## src/rtl/clint_pkg.sv

```systemverilog
// clint_pkg: CLINT register offsets, size codes, bus widths
// and the byte-lane write-merge helper.
package clint_pkg;

  localparam int ADDR_WIDTH     = 32;
  localparam int SIZE_WIDTH     = 2;
  localparam int REG_DATA_WIDTH = 32;
  localparam int BUS_DATA_WIDTH = 64;
  localparam int WORD_WIDTH     = 32;

  // word offsets, i.e. byte offset >> 2
  localparam logic [13:0] OFF_MSIP        = 14'h0000;
  localparam logic [13:0] OFF_MTIMECMP_LO = 14'h1000;
  localparam logic [13:0] OFF_MTIMECMP_HI = 14'h1001;
  localparam logic [13:0] OFF_MTIME_LO    = 14'h2FFE;
  localparam logic [13:0] OFF_MTIME_HI    = 14'h2FFF;

  typedef enum logic [1:0] {
    SZ_BYTE = 2'b00,
    SZ_HALF = 2'b01,
    SZ_WORD = 2'b10
  } size_e;

  // lanes past byte 3 fall off the word
  function automatic logic [31:0] lane_merge(
    input logic [31:0] old,
    input logic [31:0] data,
    input logic [1:0]  size,
    input logic [1:0]  lane
  );
    logic [31:0] r;
    int          n;
    r = old;
    case (size)
      SZ_BYTE: n = 1;
      SZ_HALF: n = 2;
      default: n = 4;
    endcase
    for (int i = 0; i < 4; i++) begin
      if (i >= int'(lane) && i < int'(lane) + n)
        r[8*i +: 8] = data[8*(i - int'(lane)) +: 8];
    end
    return r;
  endfunction

endpackage

```

## src/rtl/clint_mtime_counter.sv

```systemverilog
// clint_mtime_counter: tick prescaler and 64-bit mtime
// with per-half byte-lane writes.
module clint_mtime_counter
  import clint_pkg::*;
#(
  parameter int TICK_DIV = 1
) (
  input  logic        clk,
  input  logic        rst,
  input  logic        wr_lo,
  input  logic        wr_hi,
  input  logic [31:0] wdata,
  input  logic [1:0]  size,
  input  logic [1:0]  lane,
  output logic [63:0] mtime
);

  localparam int CW = (TICK_DIV > 1) ? $clog2(TICK_DIV) : 1;
  localparam logic [CW-1:0] LAST = CW'(TICK_DIV - 1);

  logic [CW-1:0] pre;
  logic          tick;

  assign tick = (pre == LAST);

  // a write to either half suppresses that cycle's increment
  always_ff @(posedge clk) begin
    if (!rst) begin
      pre   <= '0;
      mtime <= '0;
    end else begin
      pre <= tick ? '0 : pre + CW'(1);
      if (wr_lo)
        mtime[31:0] <= lane_merge(mtime[31:0], wdata, size, lane);
      else if (wr_hi)
        mtime[63:32] <= lane_merge(mtime[63:32], wdata, size, lane);
      else if (tick)
        mtime <= mtime + 64'd1;
    end
  end

endmodule

```

## src/rtl/clint.sv

```systemverilog
// clint: core-local interruptor with msip, mtimecmp, mtime
// and registered timer/software interrupt lines.
module clint
  import clint_pkg::*;
#(
  parameter int TICK_DIV = 1
) (
  input  logic                      clk,
  input  logic                      rst,
  input  logic [ADDR_WIDTH-1:0]     bus_clint_read_addr,
  input  logic [ADDR_WIDTH-1:0]     bus_clint_write_addr,
  input  logic [SIZE_WIDTH-1:0]     bus_clint_read_size,
  input  logic [SIZE_WIDTH-1:0]     bus_clint_write_size,
  input  logic [REG_DATA_WIDTH-1:0] bus_clint_data,
  input  logic                      bus_clint_rd,
  input  logic                      bus_clint_wr,
  output logic [BUS_DATA_WIDTH-1:0] clint_bus_data,
  output logic                      clint_mtip,
  output logic                      clint_msip
);

  logic [13:0] rsel;
  logic [13:0] wsel;
  logic [1:0]  lane;
  logic        wr_msip;
  logic        wr_cmp_lo;
  logic        wr_cmp_hi;
  logic        wr_mt_lo;
  logic        wr_mt_hi;
  logic        msip;
  logic [63:0] mtimecmp;
  logic [63:0] mtime;
  logic [31:0] msip_w;
  logic [31:0] rword;
  logic        unused_bits;

  assign rsel = bus_clint_read_addr[15:2];
  assign wsel = bus_clint_write_addr[15:2];
  assign lane = bus_clint_write_addr[1:0];

  assign wr_msip   = bus_clint_wr && (wsel == OFF_MSIP);
  assign wr_cmp_lo = bus_clint_wr && (wsel == OFF_MTIMECMP_LO);
  assign wr_cmp_hi = bus_clint_wr && (wsel == OFF_MTIMECMP_HI);
  assign wr_mt_lo  = bus_clint_wr && (wsel == OFF_MTIME_LO);
  assign wr_mt_hi  = bus_clint_wr && (wsel == OFF_MTIME_HI);

  assign msip_w = lane_merge({31'b0, msip}, bus_clint_data,
                             bus_clint_write_size, lane);

  assign unused_bits = ^{bus_clint_read_size,
                         bus_clint_read_addr[31:16],
                         bus_clint_read_addr[1:0],
                         bus_clint_write_addr[31:16],
                         msip_w[31:1]};

  clint_mtime_counter #(
    .TICK_DIV (TICK_DIV)
  ) u_mtime (
    .clk   (clk),
    .rst   (rst),
    .wr_lo (wr_mt_lo),
    .wr_hi (wr_mt_hi),
    .wdata (bus_clint_data),
    .size  (bus_clint_write_size),
    .lane  (lane),
    .mtime (mtime)
  );

  always_comb begin
    rword = '0;
    unique case (1'b1)
      rsel == OFF_MSIP:        rword = {31'b0, msip};
      rsel == OFF_MTIMECMP_LO: rword = mtimecmp[31:0];
      rsel == OFF_MTIMECMP_HI: rword = mtimecmp[63:32];
      rsel == OFF_MTIME_LO:    rword = mtime[31:0];
      rsel == OFF_MTIME_HI:    rword = mtime[63:32];
      default:                 rword = '0;
    endcase
  end

  always_ff @(posedge clk) begin
    if (!rst) begin
      msip           <= 1'b0;
      mtimecmp       <= '1;
      clint_bus_data <= '0;
      clint_mtip     <= 1'b0;
      clint_msip     <= 1'b0;
    end else begin
      if (wr_msip)
        msip <= msip_w[0];
      if (wr_cmp_lo)
        mtimecmp[31:0] <= lane_merge(mtimecmp[31:0], bus_clint_data,
                                     bus_clint_write_size, lane);
      if (wr_cmp_hi)
        mtimecmp[63:32] <= lane_merge(mtimecmp[63:32], bus_clint_data,
                                      bus_clint_write_size, lane);
      if (bus_clint_rd)
        clint_bus_data <= {{(BUS_DATA_WIDTH-WORD_WIDTH){1'b0}}, rword};
      clint_mtip <= (mtime >= mtimecmp);
      clint_msip <= msip;
    end
  end

endmodule
```

## config.mk

```make
export PLATFORM = sky130hd
export DESIGN_NAME = clint
export DESIGN_NICKNAME = d
export VERILOG_FILES = /design/src/rtl/clint_pkg.sv /design/src/rtl/clint_mtime_counter.sv /design/src/rtl/clint.sv
export SDC_FILE = /design/constraint.sdc
export NUM_CORES = 1
export LEC_CHECK = 0
export CORE_MARGIN = 1.5
export CORE_UTILIZATION = 33
export CTS_CLUSTER_DIAMETER = 120
export DETAILED_ROUTE_END_ITERATION = 16
export PLACE_DENSITY = 0.55
export REMOVE_ABC_BUFFERS = 1
export SLEW_MARGIN = 10
export SYNTH_ARGS = -nofsm -noshare
export SYNTH_HDL_FRONTEND = slang
export SYNTH_SLANG_ARGS = --single-unit
```

## constraint.sdc

```tcl
create_clock -name clk -period 8.23 [get_ports clk]
set_clock_uncertainty 0.1 [all_clocks]
set_input_delay 1.646 -clock clk [delete_from_list [all_inputs] [get_ports clk]]
set_output_delay 1.646 -clock clk [all_outputs]
set_load 0.01 [all_outputs]
```

* After elaboration in Yosys (flattened, before gate mapping)
Index checks and enable logic that the tools add are counted.
** Operators by class
- Multiplexer cells :: 23
- Order comparisons :: 21
- Shift operators :: 4
- Bitwise gates (word level) :: 1
- Equal/unequal tests :: 20
- Add/subtract/negate cells :: 11
- Reduce and logical (&&, ||, !) cells :: 39
** Operators with widths (count)
- two-way mux 32 bit :: 12
- less-than comparator 3 x 32 -> 1 bit, first input constant :: 8
- adder 3 x 32 -> 32 bit :: 5
- less-than comparator 1 x 32 -> 1 bit, first input constant :: 5
- case mux 32 bit (5 select lines) :: 1
- less-than comparator 2 x 32 -> 1 bit, first input constant :: 4
- indexed part select 32 x 32 -> 8 bit :: 3
- adder 64 x 1 -> 64 bit, second input constant :: 1
- greater-or-equal comparator 64 bit :: 1
- two-way mux 64 bit :: 1
- two-way mux 8 bit :: 8
- equality test 14 x 13 -> 1 bit, second input constant :: 4
- equality test 14 bit, second input constant :: 4
- indexed part select 32 x 6 -> 8 bit :: 1
- zero test 14 bit :: 2
- AND reduction 3 bit :: 8
- AND reduction 2 bit :: 10
- logical AND 1 bit :: 18
- inequality test 2 bit, second input constant :: 8
- inequality test 2 x 1 -> 1 bit, second input constant :: 3
- case mux 3 bit (2 select lines) :: 1
- subtractor 1 x 2 -> 3 bit, first input constant :: 2
- subtractor 2 x 2 -> 3 bit, first input constant :: 2
- greater-or-equal comparator 1 x 2 -> 1 bit, first input constant :: 2
- 5 further kinds :: 5
** Storage, ports and cells
- Bits of input ports :: 104
- Register bits :: 164
- Word-level logic and storage cells :: 140

* Longest topological paths before layout
- Depth after elaboration :: 10
- Depth in mapped cells :: 13

* Modules after synthesis
From an unflattened synthesis, not the netlist that was laid out.
** Second synthesis, totals
- Cells, all modules :: 1554
- Area total of the unflattened synthesis :: 12406.9 um2
** Modules (own cells, without submodules)
- clint :: cells each 852, instances 1, sequential area each 1981.9 um2, area an instance 6990.5 um2
- clint_mtime_counter :: cells each 702, instances 1, sequential area each 1301.2 um2, area an instance 5416.4 um2

* Worst setup path before layout
OpenSTA, ideal clock, no wires.
- Path type :: input port to flip-flop
- Start :: input bus_clint_write_addr[0]
- End :: register u_mtime.mtime[19]
- Required time :: 8.011 ns
- Setup time :: 0.119 ns
- Data arrival time :: 4.097 ns
- Path slack :: 3.914 ns
- Buffers on the path :: 5
- Stages on the path :: 12
- Cell sequence :: buf_2 > buf_2 > buf_2 > inv_1 > ha_1 > buf_2 > clkbuf_1 > mux4_2 > nor2b_1 > nor2_1 > a31oi_1 > o221a_2
** Between the ends
- Longest elaborated chain between the ends :: 5
** Ends and longest elaborated chain
- from (decl) :: line clint.sv:11 : input logic [ADDR_WIDTH-1:0] bus_clint_write_addr,
- adder 3 x 32 -> 32 bit :: line clint_pkg.sv:40 : if (i >= int'(lane) && i < int'(lane) + n)
- less-than comparator 3 x 32 -> 1 bit :: line clint_pkg.sv:40
- logical AND 1 bit :: line clint_pkg.sv:40
- inequality test 2 bit (no line)
- AND reduction 3 bit (no line)
- to (signal assigned) :: line clint_mtime_counter.sv:34 : mtime[31:0] <= lane_merge(mtime[31:0], wdata, size, lane);
- to (signal assigned) :: line clint_mtime_counter.sv:38 : mtime <= mtime + 64'd1;
- to (decl) :: line clint_mtime_counter.sv:15 : output logic [63:0] mtime
Parallel ways exist; a longest one is shown, timed or not. The select of a mux whose other input is x is not followed.
A chain may end at the register's enable or synchronous reset.

* Worst setup path in the final report
- Start :: input bus_clint_write_addr[1]
- End :: register u_mtime.mtime[16]
Same word-level chain as after synthesis.

==> results.tsv <==
metric	value	unit
vias in the first global route	10695	
Die ar.	35270	µm²
YS warnings	0	
sum of negative setup slack	0	ns
CP endpoint kind	register	
xor/xnor share of the synthesized area	0	%
largest net degree at the start of global routing	85	
endpoints failing setup	0	
Synth area leader	dfxtp_1	
share of layout cells above drive strength 1	6.801	%
DRT Pass-1 Iters	6	
clock sinks	164	
final core occ	38.77	%
Avg Cell Area, Syn	7.876	µm²
DR vias/cell	5.914	
Pleak	5.398	nW
Pins Over Slew Limit	0	
final period utilization	65.83	%
Rel. slew slack	11.23	%
Final nets	1647	
main combinational cell family by area after synthesis	compound AO/OA/AOI/OAI gates	
CTS tree	yes	
CTS H-tree depth	4	
CP max stage cell	a211oi_1	
DP Wirelength	29230	µm
status	complete, no violations	
Worst Path Max Fanout	33	
sequential fraction of the synthesis area	29.13	%
first-pass GRT wire length	63540	µm
worst vdd ir	0.1542	mV
DRC violations left	0	
post-route minimum period	5.418	ns
Reg clk slew, reported paths	0.07	ns
DP Worst Slack	2.564	ns
worst hold path class	register to register	
Hold Slack	0.3777	ns
grt ovf	0	
antenna-violating nets left	0	
post-DR wirelength/cell	21.30	µm
cts bufs inserted	17	
Yosys cell types	69	
GP Congestion	0.9313	
crit-path most repeated cell	nor2_1	
synthesized area	11270	µm²
FF+latch count, synth	164	
diode count	0	
Critical Path RT	8.51	ns
P&R area growth vs syn	15.64	%
Core Region	33620	µm²
Port Buf Inserts	101	
top_reg_cell synth	dfxtp_1	
antenna violations before repair	0	
crit path DAT	5.70	ns
pwr dens	137.9	nW/µm²
GRT Overall Usage	23.18	%
vias	11432	
CTS resizes	0	
Ports	170	
Rows	67	
top post-synthesis cells by area	dfxtp_1 (29%), ha_1 (7.8%), a21oi_1 (5.6%)	
f_max	184.6	MHz
Longest Clk Path Bufs	2	
max-cap violations	0	
worst slew pin tran	1.324	ns
unrepaired setup endpoints after global routing	false	
hold buffers post-CTS	0	
share of the synthesized area in the top cell type	29.13	%
simple-gate share of the synthesized area	20.40	%
multiplexer share of the synthesized area	5.684	%
final wirelength	41170	µm
crit start category	input port	
Die X	187.8	µm
Post-synth EDFFs	0	
Worst Setup Slack, final	2.812	ns
Clk Latency, worst-skew pair	0.44	ns
Post-Synthesis Cells	1431	
crit path cell chain	clkdlybuf4s50_1, buf_4, clkinv_1, ha_1, nor2_1, a211oi_1, nor2_1, a41oi_1, o221a_2	
Final Hold Viols	0	
leading cell types in the layout, fill and taps excluded	dfxtp_1 (164), nand2_1 (141), a21oi_1 (125)	
Synth Area in Compound Gates	28.52	%
Post-CTS Setup Repair Bufs	0	
Initial DRC Count	1075	
Adder-Cell Fraction of Synth Area	7.948	%
Die Span Y	187.8	µm
Initial Util	33.53	%
async set or reset register ratio after synthesis	0	%
slowest stage delay, CP	1.09	ns
Tot Pwr	1.797	mW
commonest non-fill, non-tap cell in the layout	dfxtp_1	
crit path kind	input port to register	
Root Driver	clkbuf_16	
==> cell type report <==
class                           count  area (µm²)
Sequential cell                   164        3283
Inverter                           80       300.3
Clock inverter                     14       131.4
Clock buffer                       18       429.2
Multi-Input combinational cell   1090        7196
Tap cell                          448       560.5
Timing Repair Buffer              119        1134
Fill cell                        3457       20580
==> critical path, delay by kind of cell <==
kind                     cells  cell delay [ns]
buffers and inverters        3             1.25
adder cells (fa/ha/maj)      1             1.03
AO/OA/AOI/OAI                3             1.50
AND/OR/NAND/NOR              2             0.23
==> logic make-up after synthesis <==
logic type / count (synthesis)
AOI/OAI and AO/OA: 478
adders and majority gates: 71
buffers and inverters: 209
DFF: 164
muxes: 48
other: 1
and+or+nand+nor: 460
==> metrics by stage <==
stage / cell area, µm² / std cells
2_1_floorplan: 10760 / 1334
3_3_place_gp: 12470 / 1901
3_5_place_dp: 12470 / 1901
4_1_cts: 13030 / 1933
5_1_grt: 13030 / 1933
6_report: 13030 / 1933
==> report_power, final <==
part,internal [mW],switching [mW],total [mW]
clock network,0.419,0.367,0.786
logic,0.0730,0.141,0.214
registers,0.794,0.00283,0.797
==> synth_stat cells, types with 5 or more instances <==
cell      count
mux2i_1      28
o22ai_1      11
a21oi_1     125
buf_4        33
nand2_1     141
nor2_1       94
o211ai_1     36
mux4_2       12
nor3_1       31
buf_2        19
nand4_1      35
a31oi_1      16
and4_1        6
and3_1       19
o311ai_0      6
o31ai_1       5
dfxtp_1     164
and2_1       17
or4_1         7
nor2b_1       8
mux2_2        8
clkbuf_1     73
o21ai_1       6
a22o_1       32
inv_1        76
nand2b_1      7
nand3_1      44
o221ai_1     12
a221oi_1     33
a21o_1       16
o21a_1       11
o21ai_0      77
ha_1         70
a211oi_1     19
a22oi_1      34
nor4_1       20
o221a_2      11
or3_1         8
==> metal layers <==
metal | vias up | wire [µm] | GRT usage, %
met5 | - | 0 | 0
met2 | 474 | 18290 | 36.18
met1 | 5480 | 18170 | 31.65
li1 | 5407 | - | -
met3 | 71 | 3203 | 3.799
met4 | 0 | 1512 | 9.600
==> state kept, by name (all words and copies together), names as in the netlist <==
signal	cells
clint_mtip	1
clint_msip	1
mtimecmp	64
u_mtime.pre	1
clint_bus_data	32
u_mtime.mtime	64
msip	1
==> worst paths after layout <==
| kind | slack (ns) | end | depth (start not counted) | startpoint |
|---|---|---|---|---|
| worst min-delay path | 0.38 | clint_bus_data[26] | 1 | clint_bus_data[26] |
| worst min register to register | 0.38 | clint_bus_data[26] | 1 | clint_bus_data[26] |
| worst max-delay path | 2.81 | u_mtime.mtime[16] | 9 | bus_clint_write_addr[1] |
| worst max register to register | 4.93 | u_mtime.mtime[55] | 6 | u_mtime.mtime[21] |
No activity file was read; power rests on OpenSTA's default activity.
